--- src/rtl/booth_pp_gen_if.sv ---
`default_nettype none
// ============================================================================
// Module      : booth_pp_gen_if
// Description : Operand-in / partial-product-out bus of the Booth PP generator.
// Revision    : 1.0 - initial release
// ============================================================================
interface booth_pp_gen_if;
    logic        in_valid;
    logic        in_ready;
    logic [31:0] in_x;
    logic [31:0] in_y;
    logic        out_valid;
    logic        out_ready;
    logic [63:0] P_0;
    logic [63:0] P_1;
    logic [63:0] P_2;
    logic [63:0] P_3;
    logic [63:0] P_4;
    logic [63:0] P_5;
    logic [63:0] P_6;
    logic [63:0] P_7;
    logic [63:0] P_8;
    logic [63:0] P_9;
    logic [63:0] P_10;
    logic [63:0] P_11;
    logic [63:0] P_12;
    logic [63:0] P_13;
    logic [63:0] P_14;
    logic [63:0] P_15;
    logic [15:0] NEG;

    // master = the surrounding datapath (operand source and PP sink)
    modport master (
        output in_valid, in_x, in_y, out_ready,
        input  in_ready, out_valid, NEG,
        input  P_0, P_1, P_2, P_3, P_4, P_5, P_6, P_7,
        input  P_8, P_9, P_10, P_11, P_12, P_13, P_14, P_15
    );

    modport slave (
        input  in_valid, in_x, in_y, out_ready,
        output in_ready, out_valid, NEG,
        output P_0, P_1, P_2, P_3, P_4, P_5, P_6, P_7,
        output P_8, P_9, P_10, P_11, P_12, P_13, P_14, P_15
    );
endinterface
`default_nettype wire

--- src/rtl/booth_pp_gen.sv ---
`default_nettype none
// ============================================================================
// Module      : booth_pp_gen
// Description : Radix-4 Booth partial-product generator, 32x32 signed, two
//               pipeline stages (recode, form). BOOTH_PP_SKID_EN selects a
//               registered in_ready backed by a 1-entry input skid register.
// Revision    : 1.0 - initial release
// ============================================================================
module booth_pp_gen (
    input wire            clk,
    input wire            rst,
    booth_pp_gen_if.slave bus
);
    localparam int c_NUM_PP = 16;

    logic                w_adv1;
    logic                w_adv2;
    logic                w_s1_take;
    logic [31:0]         w_s1_x;
    logic [31:0]         w_s1_y;
    logic [32:0]         w_y_ext;
    logic [c_NUM_PP-1:0] w_one;
    logic [c_NUM_PP-1:0] w_two;
    logic [c_NUM_PP-1:0] w_neg;
    logic [63:0]         w_pp [c_NUM_PP];

    logic                r_v1;
    logic                r_v2;
    logic [63:0]         r_x;
    logic [c_NUM_PP-1:0] r_one;
    logic [c_NUM_PP-1:0] r_two;
    logic [c_NUM_PP-1:0] r_neg;
    logic [63:0]         r_p [c_NUM_PP];
    logic [c_NUM_PP-1:0] r_neg_out;

    assign w_adv2 = !r_v2 || bus.out_ready;
    assign w_adv1 = !r_v1 || w_adv2;

`ifdef BOOTH_PP_SKID_EN
    logic        r_skid_v;
    logic        r_in_ready;
    logic [31:0] r_skid_x;
    logic [31:0] r_skid_y;
    logic        w_in_acc;
    logic        w_skid_v_nxt;

    // A parked beat is older than anything on the bus, so it enters stage 1 first.
    assign w_in_acc     = bus.in_valid && r_in_ready;
    assign w_s1_take    = r_skid_v || w_in_acc;
    assign w_s1_x       = r_skid_v ? r_skid_x : bus.in_x;
    assign w_s1_y       = r_skid_v ? r_skid_y : bus.in_y;
    assign w_skid_v_nxt = !w_adv1 && (r_skid_v || w_in_acc);
    assign bus.in_ready = r_in_ready;

    always_ff @(posedge clk) begin
        if (rst) begin
            r_skid_v   <= 1'b0;
            r_in_ready <= 1'b1;
        end else begin
            r_skid_v   <= w_skid_v_nxt;
            r_in_ready <= !w_skid_v_nxt;
        end
    end

    always_ff @(posedge clk) begin
        if (w_in_acc && !w_adv1) begin
            r_skid_x <= bus.in_x;
            r_skid_y <= bus.in_y;
        end
    end
`else
    assign w_s1_take    = bus.in_valid && w_adv1;
    assign w_s1_x       = bus.in_x;
    assign w_s1_y       = bus.in_y;
    assign bus.in_ready = w_adv1;
`endif

    // Stage 1: recode overlapping triplets {y[2i+1], y[2i], y[2i-1]}, y[-1] = 0.
    assign w_y_ext = {w_s1_y, 1'b0};

    for (genvar i = 0; i < c_NUM_PP; i++) begin : g_recode
        logic [2:0] w_grp;
        assign w_grp    = w_y_ext[2*i+2 : 2*i];
        assign w_one[i] = w_grp[1] ^ w_grp[0];
        assign w_two[i] = (w_grp == 3'b011) || (w_grp == 3'b100);
        assign w_neg[i] = w_grp[2] && !(w_grp[1] && w_grp[0]);
    end

    // Stage 2: negation is one's complement here; the +1 travels on NEG.
    for (genvar i = 0; i < c_NUM_PP; i++) begin : g_form
        logic [63:0] w_mag;
        assign w_mag   = r_one[i] ? r_x : (r_two[i] ? {r_x[62:0], 1'b0} : 64'd0);
        assign w_pp[i] = (r_neg[i] ? ~w_mag : w_mag) << (2 * i);
    end

    always_ff @(posedge clk) begin
        if (rst) begin
            r_v1 <= 1'b0;
            r_v2 <= 1'b0;
        end else begin
            if (w_adv1) begin
                r_v1 <= w_s1_take;
            end
            if (w_adv2) begin
                r_v2 <= r_v1;
            end
        end
    end

    always_ff @(posedge clk) begin
        if (w_adv1 && w_s1_take) begin
            r_x   <= {{32{w_s1_x[31]}}, w_s1_x};
            r_one <= w_one;
            r_two <= w_two;
            r_neg <= w_neg;
        end
    end

    always_ff @(posedge clk) begin
        if (rst) begin
            for (int i = 0; i < c_NUM_PP; i++) begin
                r_p[i] <= 64'd0;
            end
            r_neg_out <= '0;
        end else if (w_adv2 && r_v1) begin
            for (int i = 0; i < c_NUM_PP; i++) begin
                r_p[i] <= w_pp[i];
            end
            r_neg_out <= r_neg;
        end
    end

    assign bus.out_valid = r_v2;
    assign bus.NEG       = r_neg_out;
    assign bus.P_0       = r_p[0];
    assign bus.P_1       = r_p[1];
    assign bus.P_2       = r_p[2];
    assign bus.P_3       = r_p[3];
    assign bus.P_4       = r_p[4];
    assign bus.P_5       = r_p[5];
    assign bus.P_6       = r_p[6];
    assign bus.P_7       = r_p[7];
    assign bus.P_8       = r_p[8];
    assign bus.P_9       = r_p[9];
    assign bus.P_10      = r_p[10];
    assign bus.P_11      = r_p[11];
    assign bus.P_12      = r_p[12];
    assign bus.P_13      = r_p[13];
    assign bus.P_14      = r_p[14];
    assign bus.P_15      = r_p[15];
endmodule
`default_nettype wire

--- src/flat_wrapper.sv ---
// flat-port wrapper written by rule: the top's interface ports become plain ports
module booth_pp_gen_flat 
  (clk, rst, bus_in_valid, bus_in_x, bus_in_y, bus_out_ready, bus_in_ready, bus_out_valid, bus_NEG, bus_P_0, bus_P_1, bus_P_2, bus_P_3, bus_P_4, bus_P_5, bus_P_6, bus_P_7, bus_P_8, bus_P_9, bus_P_10, bus_P_11, bus_P_12, bus_P_13, bus_P_14, bus_P_15);
  booth_pp_gen_if bus_i ();
  input wire clk;
  input wire rst;
  input wire logic [$bits(bus_i.in_valid)-1:0] bus_in_valid;
  input wire logic [$bits(bus_i.in_x)-1:0] bus_in_x;
  input wire logic [$bits(bus_i.in_y)-1:0] bus_in_y;
  input wire logic [$bits(bus_i.out_ready)-1:0] bus_out_ready;
  output wire logic [$bits(bus_i.in_ready)-1:0] bus_in_ready;
  output wire logic [$bits(bus_i.out_valid)-1:0] bus_out_valid;
  output wire logic [$bits(bus_i.NEG)-1:0] bus_NEG;
  output wire logic [$bits(bus_i.P_0)-1:0] bus_P_0;
  output wire logic [$bits(bus_i.P_1)-1:0] bus_P_1;
  output wire logic [$bits(bus_i.P_2)-1:0] bus_P_2;
  output wire logic [$bits(bus_i.P_3)-1:0] bus_P_3;
  output wire logic [$bits(bus_i.P_4)-1:0] bus_P_4;
  output wire logic [$bits(bus_i.P_5)-1:0] bus_P_5;
  output wire logic [$bits(bus_i.P_6)-1:0] bus_P_6;
  output wire logic [$bits(bus_i.P_7)-1:0] bus_P_7;
  output wire logic [$bits(bus_i.P_8)-1:0] bus_P_8;
  output wire logic [$bits(bus_i.P_9)-1:0] bus_P_9;
  output wire logic [$bits(bus_i.P_10)-1:0] bus_P_10;
  output wire logic [$bits(bus_i.P_11)-1:0] bus_P_11;
  output wire logic [$bits(bus_i.P_12)-1:0] bus_P_12;
  output wire logic [$bits(bus_i.P_13)-1:0] bus_P_13;
  output wire logic [$bits(bus_i.P_14)-1:0] bus_P_14;
  output wire logic [$bits(bus_i.P_15)-1:0] bus_P_15;
  assign bus_i.in_valid = bus_in_valid;
  assign bus_i.in_x = bus_in_x;
  assign bus_i.in_y = bus_in_y;
  assign bus_i.out_ready = bus_out_ready;
  assign bus_in_ready = bus_i.in_ready;
  assign bus_out_valid = bus_i.out_valid;
  assign bus_NEG = bus_i.NEG;
  assign bus_P_0 = bus_i.P_0;
  assign bus_P_1 = bus_i.P_1;
  assign bus_P_2 = bus_i.P_2;
  assign bus_P_3 = bus_i.P_3;
  assign bus_P_4 = bus_i.P_4;
  assign bus_P_5 = bus_i.P_5;
  assign bus_P_6 = bus_i.P_6;
  assign bus_P_7 = bus_i.P_7;
  assign bus_P_8 = bus_i.P_8;
  assign bus_P_9 = bus_i.P_9;
  assign bus_P_10 = bus_i.P_10;
  assign bus_P_11 = bus_i.P_11;
  assign bus_P_12 = bus_i.P_12;
  assign bus_P_13 = bus_i.P_13;
  assign bus_P_14 = bus_i.P_14;
  assign bus_P_15 = bus_i.P_15;
  booth_pp_gen u_core (.clk(clk), .rst(rst), .bus(bus_i));
endmodule
--- config.mk ---
export PLATFORM = sky130hd
export DESIGN_NAME = booth_pp_gen_flat
export DESIGN_NICKNAME = d
export VERILOG_FILES = /design/src/rtl/booth_pp_gen_if.sv /design/src/rtl/booth_pp_gen.sv /design/src/flat_wrapper.sv
export SDC_FILE = /design/constraint.sdc
export NUM_CORES = 1
export LEC_CHECK = 0
export ABC_AREA = 1
export BUFFER_PORTS_ARGS = -buffer_cell sky130_fd_sc_hd__buf_4
export CAP_MARGIN = 30
export CORE_AREA = 3 3 432 434
export DETAILED_ROUTE_END_ITERATION = 12
export DIE_AREA = 0 0 435 437
export GPL_TIMING_DRIVEN = 0
export PLACE_DENSITY = 0.45
export SLEW_MARGIN = 30
export SYNTH_ARGS = -nofsm -noshare
export SYNTH_HDL_FRONTEND = slang
export SYNTH_SLANG_ARGS = --single-unit
--- constraint.sdc ---
create_clock -name clk -period 18.3 [get_ports clk]
set_input_delay 1.83 -clock clk [delete_from_list [all_inputs] [get_ports clk]]
set_output_delay 1.83 -clock clk [all_outputs]
set_load 0.05 [all_outputs]
======== Word level (Yosys, flattened, before mapping) ========
Memory sizes are Yosys's and may differ from the RTL's.
Cells that the tools add are included.
W data, S select, Z words.
storage, ports and cells
  register bits ........................... 98
  memories ................................ 1
  RAM bits ................................ 1024
  word-level logic and storage cells ...... 222
  input bits .............................. 68
  output and inout port bits .............. 1042
memory list
  memory      depth  bits a word  read ports  clocked after memory_dff  wr ports  RTL line            source
  u_core.r_p  16     64           16          0                         16        booth_pp_gen.sv:33  logic [63:0] r_p [c_NUM_PP];
operators by class
  reductions and logical operators ........ 67
  bitwise gates (word level) .............. 47
  eq/ne operators ......................... 31
  mux-type cells .......................... 69
operators by type and width
  operator          count
  $mux W64          19
  $mux W62          3
  $mux W60          3
  $mux W58          3
  $mux W56          3
  $mux W54          3
  $mux W52          3
  $mux W50          3
  $mux W48          3
  $mux W46          3
  $mux W44          3
  $mux W42          3
  $mux W40          3
  $mux W38          3
  $mux W36          3
  $mux W34          3
  $not A64 Y64      1
  $not A62 Y62      1
  $not A60 Y60      1
  $not A58 Y58      1
  $not A56 Y56      1
  $not A54 Y54      1
  $not A52 Y52      1
  $not A50 Y50      1
  other kinds (17)  142

======== Depth between registers and ports, before layout ========
Gate-level depths: netlist of the first run.
  depth in word-level cells ............... 7
  depth in mapped cells ................... 8
  depth with buffers taken out ............ 6

======== Least setup slack after synthesis of the first run ========
OpenSTA, ideal clock, no wires.
  path kind ............................... input -> register
  start point ............................. input bus_out_ready
  end point ............................... memory u_core.r_p[0][0] (enable)
  buffers on the path ..................... 1
  required time ........................... 14498 ps
  slack ................................... 3556 ps
  setup time .............................. 3802 ps
  cell stages on the path ................. 5
  arrival time ............................ 10942 ps
  cell sequence ........................... inv_2 -> nand2_2 -> nand2_4 -> clkbuf_1 -> nand2_1
RTL lines
  item         RTL line            source
  from (decl)  flat_wrapper.sv:10  input wire logic [$bits(bus_i.out_ready)-1:0] bus_out_ready;
  to (decl)    booth_pp_gen.sv:33

==> results.py, run 1 <==
metrics = {
    "cells_and_area": {
        "drive_gt1_share_pct": 25.76,
        "nets": 6700,
        "fin_area_sq_mm": 0.05410,
        "area_growth_pct": 33.37,
    },
    "setup_path": {
        "path_class": "in -> reg",
        "worstPathArrival_ns": 4.84,
        "cp_cell_sequence": "buf_4 > inv_2 > nand2_2 > nand2_4 > clkbuf_1 > nand2_4 > buf_16 > buf_16 > buf_12 > buf_16",
        "cp_slowest_stage_delay_ns": 0.76,
        "worst_path_most_repeated_cell": "buf_16",
        "crit_slowest_cell": "clkbuf_1",
        "reg2reg_depth": 8,
        "crit_path_end": "u_core.r_p[1][62]$_SDFFCE_PN0P_",
        "path_depth": 10,
        "timing.rr.end": "u_core.r_p[1][62]$_SDFFCE_PN0P_",
        "crit_fanout": 41,
        "worst_setup_path_start_kind": "input pin",
        "path_delay_family": "buffers and inverters",
        "worstPathRequired_ns": 18.71,
        "critical_path.endpoint_type": "flop",
        "critical_path.startpoint": "bus_out_ready",
        "r2r_setup_slack_ns": 14.70,
        "path_buf_inv": 7,
        "rr_startpoint": "u_core.bus.out_valid$_SDFFE_PP0P_",
    },
    "global_routing": {
        "grt_pass1_vias": 36830,
        "antenna_found_initial": 10,
        "grtUsageTotal_pct": 19.96,
        "globalRoute.totalOverflow": 0,
        "grt_pass1_wl_mm": 274.1,
        "grt_max_degree": 63,
    },
    "drt": {
        "vias": 40600,
        "wl_per_cell_um": 21.78,
        "wl_met2_mm": 99.09,
        "drt_iter0_markers": 3697,
        "wl_met3_mm": 11.43,
        "drtPass1Iterations": 6,
        "dr.max_layer_used": "met5",
        "viasPerCell": 4.445,
        "wl_mm": 198.9,
        "drc": 0,
        "wl_met1_mm": 69.95,
        "ant_nets": 0,
    },
    "clock_network": {
        "worstSkewPairLatency_ns": 0.71,
        "cts_hold_buf": 0,
        "clock_sinks": 626,
        "cts_tree": "built",
        "postCtsSetupBuffers": 0,
        "cts-root-buf": "clkbuf_16",
        "cts_resized": 0,
        "cts_buffers": 78,
        "cts_buffer_depth": 3,
        "htree_levels": 3,
        "clk_pin_slew_worst_paths_ns": 0.06,
    },
    "synth": {
        "synth_edf_count": 608,
        "yosys_warnings": 0,
        "synth.cell_area_sq_mm": 0.04056,
        "avgSynthCellArea_sq_um": 7.515,
        "synth_common_cells": "2,069 x nand2_1, 608 x edfxtp_1, 526 x nor2_1",
        "async_flop_share_pct": 0,
        "ys_seq_elements": 626,
        "seq_area_frac_synth_pct": 45.90,
        "yosysTopAreaCellShare_pct": 45.01,
        "synth_top_area_cell": "edfxtp_1",
        "yosysMostFrequentCell": "nand2_1",
        "synth_cells": 5398,
        "ys_top_cells_by_area": "edfxtp_1 45%, nand2_1 19%, buf_4 9.3%, nand3_1 6.5%, a21oi_1 6.3%",
        "synth_cell_types": 23,
        "synthFlopType": "edfxtp_1",
    },
    "floorplan": {
        "die-width_um": 435,
        "die_h_um": 437,
        "ios": 1110,
        "die_area_sq_mm": 0.1901,
        "start_util_pct": 22.16,
        "core_area_sq_mm": 0.1831,
        "std_cell_rows": 157,
    },
    "timing": {
        "finalCriticalPeriod_ns": 4.427,
        "rsz0062_at_grt": "false",
        "final_max_slew_viol_count": 0,
        "setup_violations": 0,
        "fin_skew_ns": 0.02828,
        "max_slew_margin_pct": 28.09,
        "tns_ns": 0,
        "fmax_mhz": 225.9,
        "finalHoldViolCount": 0,
        "post-route-period-util_pct": 24.19,
        "worstMarginPinSlew_ns": 1.079,
    },
    "placed_design": {
        "globalplace.congestion": 0.9408,
        "portBuffers": 869,
        "hpwl_mm": 161.8,
        "dpl_cell_area_sq_mm": 0.05144,
    },
    "min_path": {
        "hold_path.class": "reg -> reg",
    },
    "outcome": {
        "outcome": "finished clean",
    },
    "power_and_ir_drop": {
        "ir_drop_uv": 66.29,
        "leakage_uw": 0.02545,
        "power.density_mw_per_mm2": 94.79,
        "power.total_uw": 5128,
    },
    "flow_run": {
        "drv_cap": 0,
    },
}
==> through the flow <==
step | util [%] | worst slack [ns] | hold WS [ns] | instances
3_3_place_gp | 27.89 | -5.438 | 0.4700 | 8970
5_1_grt | 29.55 | 13.79 | 0.5239 | 9134
4_1_cts | 29.53 | 13.92 | 0.4897 | 9127
2_1_floorplan | - | 3.556 | 0.6187 | 5637
6_report | 29.55 | 13.87 | 0.4894 | 9134
3_5_place_dp | 28.09 | 13.17 | 0.4763 | 8984
==> cell usage in the layout, fill, tap and decap left out, types with 4 or more instances in the layout <==
cell type	netlist	final
nand3_1	524	524
buf_12	0	4
buf_2	140	140
o21ai_0	22	22
clkbuf_16	0	82
clkbuf_1	207	218
buf_16	0	10
inv_6	0	5
dfxtp_1	18	18
clkinvlp_4	0	5
bufinv_16	0	10
nor2_2	20	20
nand2_1	2069	2068
clkinv_1	0	16
inv_1	105	104
buf_4	504	1373
buf_1	50	50
a21oi_1	514	514
clkinv_2	0	12
ha_1	30	30
conb_1	1	240
edfxtp_1	608	608
buf_8	3	5
xor2_1	10	10
buf_6	21	21
diode_2	0	5
nand2_2	21	21
nor2_1	526	526
==> how the worst min path moves through the flow <==
stage / cells after the start / start / endpoint
after global routing: 2 / u_core.bus.NEG[13]$_SDFFE_PP0P_ / u_core.bus.NEG[13]$_SDFFE_PP0P_
final: 2 / u_core.bus.NEG[8]$_SDFFE_PP0P_ / u_core.bus.NEG[8]$_SDFFE_PP0P_
after floorplan: 3 / u_core.r_v1$_SDFFE_PP0P_ / u_core.bus.NEG[0]$_SDFFE_PP0P_
after global placement: 2 / u_core.bus.NEG[1]$_SDFFE_PP0P_ / u_core.bus.NEG[1]$_SDFFE_PP0P_
after CTS: 2 / u_core.bus.NEG[15]$_SDFFE_PP0P_ / u_core.bus.NEG[15]$_SDFFE_PP0P_
after detailed placement: 2 / u_core.bus.NEG[15]$_SDFFE_PP0P_ / u_core.bus.NEG[15]$_SDFFE_PP0P_
==> logic make-up after synthesis <==
family | count (synthesis) | share of synthesized area [%]
adders and majority gates | 30 | 0.9254
other | 1 | 0.009245
xor gates and xnor gates | 10 | 0.2159
DFF | 626 | 45.90
buffers and inverters | 1033 | 15.15
AOI/OAI and AO/OA | 536 | 6.613
and+or+nand+nor | 3162 | 31.19
==> metal layers <==
layer / GRT usage, % / up-vias
li1: - / 19270
met1: 21.32 / 19030
met2: 35.13 / 1903
met3: 2.561 / 401
met4: 16.66 / 2
met5: 0 / -
==> worst register-to-register path, delay by kind of cell, from the launching register on <==
kind          cells  cell delay [ns]
simple gates      3             0.94
flops             1             0.48
buf+inv           5             1.87
==> registers in the layout, indices dropped and copies added, names as in the netlist <==
name	count
u_core.bus.NEG	16
u_core.bus.out_valid	1
u_core.r_neg	16
u_core.r_one	16
u_core.r_p	528
u_core.r_two	16
u_core.r_v1	1
u_core.r_x	32
==> final cells by class <==
type                       instances  area, sq um
clock inverter                    50        526.8
sequential                       626        18620
timing repair buffer             885         6909
antenna                            5        12.51
inverter                         107        406.6
tap                             2464         3083
fill                           19680       129000
buffer                           926         5744
clock buffer                      93         2093
multi-input combinational       3978        16700
==> where the power goes <==
part           total [uW]  internal [uW]  leakage, uW  switching (uW)
combinational        1680            448       0.0177            1230
sequential           1810           1710      0.00651            92.3
clock                1640            958      0.00127             680
total                5130           3120       0.0254            2010
No activity file was read; power rests on OpenSTA's default activity.
==> run 2: changes to the inputs <==
--- a/config.mk
+++ b/config.mk
@@ -8,11 +8,11 @@
 export ABC_AREA = 1
 export BUFFER_PORTS_ARGS = -buffer_cell sky130_fd_sc_hd__buf_4
 export CAP_MARGIN = 30
-export CORE_AREA = 3 3 432 434
+export CORE_AREA = 3 3 427 429
 export DETAILED_ROUTE_END_ITERATION = 12
-export DIE_AREA = 0 0 435 437
+export DIE_AREA = 0 0 430 432
 export GPL_TIMING_DRIVEN = 0
-export PLACE_DENSITY = 0.45
+export PLACE_DENSITY = 0.47
 export SLEW_MARGIN = 30
 export SYNTH_ARGS = -nofsm -noshare
 export SYNTH_HDL_FRONTEND = slang
==> constraint.sdc (replaced) <==
create_clock -name clk -period 3.9 [get_ports clk]
set_input_delay 0.39 -clock clk [delete_from_list [all_inputs] [get_ports clk]]
set_output_delay 0.39 -clock clk [all_outputs]
set_load 0.05 [all_outputs]
==> results.py, run 2 (synthesis results as in run 1) <==
metrics = {
    "cells_and_area": {
        "top_register": "u_core.r_p",
        "largest_registers": "u_core.r_p x528, u_core.r_x x32",
        "nets": 6739,
        "drive_gt1_share_pct": 25.62,
        "fin_area_sq_mm": 0.05432,
        "largest_reg_flops": 528,
        "fin_util_pct": 30.41,
        "layout_commonest_cell": "nand2_1",
        "layout_common_cells": "2,068 x nand2_1, 1,373 x buf_4, 608 x edfxtp_1, 526 x nor2_1, 524 x nand3_1",
        "area_growth_pct": 33.92,
    },
    "setup_path": {
        "worst_path_most_repeated_cell": "buf_16",
        "cp_slowest_stage_delay_ns": 0.53,
        "path_buf_inv": 8,
        "cp_cell_sequence": "dlygate4sd3_1 > buf_4 > inv_2 > buf_2 > buf_2 > nand2_8 > buf_16 > buf_16 > buf_16",
        "critical_path.endpoint_type": "flop",
        "worst_setup_path_start_kind": "input pin",
        "worstPathArrival_ns": 3.34,
        "path_delay_family": "buffers and inverters",
        "crit_fanout": 75,
        "worstPathRequired_ns": 4.25,
        "reg2reg_depth": 7,
        "crit_slowest_cell": "dlygate4sd3_1",
        "path_depth": 9,
        "path_class": "in -> reg",
    },
    "timing": {
        "post-route-period-util_pct": 76.61,
        "finalHoldViolCount": 0,
        "fmax_mhz": 334.7,
        "fin_skew_ns": 0.02428,
        "max_slew_margin_pct": 39.17,
        "finalCriticalPeriod_ns": 2.988,
        "rsz0062_at_grt": "false",
        "worstMarginPinSlew_ns": 0.9125,
        "final_max_slew_viol_count": 0,
        "setup_violations": 0,
    },
    "clock_network": {
        "cts_hold_buf": 45,
        "cts_resized": 0,
        "clock_sinks": 626,
        "worstSkewPairLatency_ns": 0.69,
        "htree_levels": 3,
        "postCtsSetupBuffers": 0,
        "clk_pin_slew_worst_paths_ns": 0.06,
        "cts_tree": "built",
        "cts_buffer_depth": 3,
        "cts_buffers": 76,
        "cts-root-buf": "clkbuf_16",
    },
    "global_routing": {
        "grt_max_degree": 79,
        "grt_pass1_vias": 36860,
        "globalRoute.totalOverflow": 0,
        "use_met1_pct": 22.23,
        "grtUsageTotal_pct": 20.49,
        "met2_usage_pct": 36.58,
        "grt_pass1_wl_mm": 274.3,
        "grt-busiest-layer": "met2",
        "antenna_found_initial": 8,
        "grt_util_met3_pct": 2.241,
    },
    "min_path": {
        "hold_path.class": "in -> reg",
        "whs_path_depth": 3,
    },
    "outcome": {
        "outcome": "finished clean",
    },
    "floorplan": {
        "die_h_um": 432,
        "start_util_pct": 22.71,
        "core_area_sq_mm": 0.1786,
        "die-width_um": 430,
        "std_cell_rows": 155,
        "die_area_sq_mm": 0.1858,
        "ios": 1110,
    },
    "drt": {
        "wl_per_cell_um": 22.10,
        "vias": 40860,
        "drtPass1Iterations": 7,
        "ant_nets": 0,
        "drt_iter0_markers": 3886,
        "drc": 0,
        "viasPerCell": 4.508,
        "wl_mm": 200.3,
    },
    "power_and_ir_drop": {
        "leakage_uw": 0.02561,
        "ir_drop_uv": 339.8,
        "power.density_mw_per_mm2": 444.7,
    },
    "placed_design": {
        "hpwl_mm": 161.2,
        "portBuffers": 869,
        "dpl_cell_area_sq_mm": 0.05120,
        "globalplace.congestion": 0.9372,
    },
    "flow_run": {
        "drv_cap": 0,
    },
}
[run 2: cell types whose count changed in the layout (fill, tap and decap cells not counted), sizes merged]
cell and change:
dlygate4sd3 +45, clkinv -5, buf -4, clkinvlp -3, bufinv +2, clkbuf +1
diode +1, inv +1
[run 2: routing by layer]
| layer | wire length, um | up-vias |
|---|---|---|
| met4 | 16780 | 0 |
| li1 | - | 19320 |
| met2 | 100800 | 1989 |
| met5 | 0 | - |
| met1 | 71520 | 19180 |
| met3 | 11230 | 366 |
[run 2: path summary, 6_finish.rpt]
path                                          start                         endpoint  slack, ns
setup / recovery                                rst  u_core.r_p[1][89]$_SDFFCE_PN0P_       0.91
hold / removal                         bus_in_valid         u_core.r_v1$_SDFFE_PP0P_       0.07
setup reg to reg  u_core.bus.out_valid$_SDFFE_PP0P_  u_core.r_p[0][74]$_SDFFCE_PN0P_       0.94
hold reg to reg      u_core.bus.NEG[3]$_SDFFE_PP0P_   u_core.bus.NEG[3]$_SDFFE_PP0P_       0.49
[run 2: worst reg2reg max path, cell delays in order, from the launching register on]
cell and delay [ns]:
dfxtp_1 0.41, nand2_2 0.16, nand2_4 0.14, clkbuf_2 0.37, nand2_8 0.31, buf_16 0.34
buf_16 0.35, buf_16 0.41
[run 2: report_power, final]
part | internal (uW) | switching [uW]
registers | 8050 | 427
clock network | 4550 | 3180
logic | 2120 | 5840
total | 14700 | 9440
[run 2: area by class of cell]
class / instances / area, sq um
fillers: 19020 / 124300
flip-flops and latches: 626 / 18620
multi-input cells: 3978 / 16710
repair buffers: 926 / 7259
plain buffers: 926 / 5747
well taps: 2355 / 2947
clock buffers: 94 / 2053
clock inverters: 45 / 565.5
inverters: 107 / 406.6
diodes: 6 / 15.01
[run 2: metrics by stage]
stage | hold slack (ns) | setup TNS (ns) | total power [uW] | cells | setup slack, ns
after floorplan | 0.4591 | 0 | 13920 | 5637 | 0.02314
after global placement | 0.4696 | -1119.67 | 16500 | 8861 | -2.204
after detailed placement | 0.4789 | 0 | 16520 | 8870 | 0.7935
after CTS | 0.001789 | 0 | 24360 | 9054 | 0.8911
after global routing | 0.04442 | 0 | 25060 | 9062 | 0.8196
final | 0.06753 | 0 | 24160 | 9063 | 0.9122
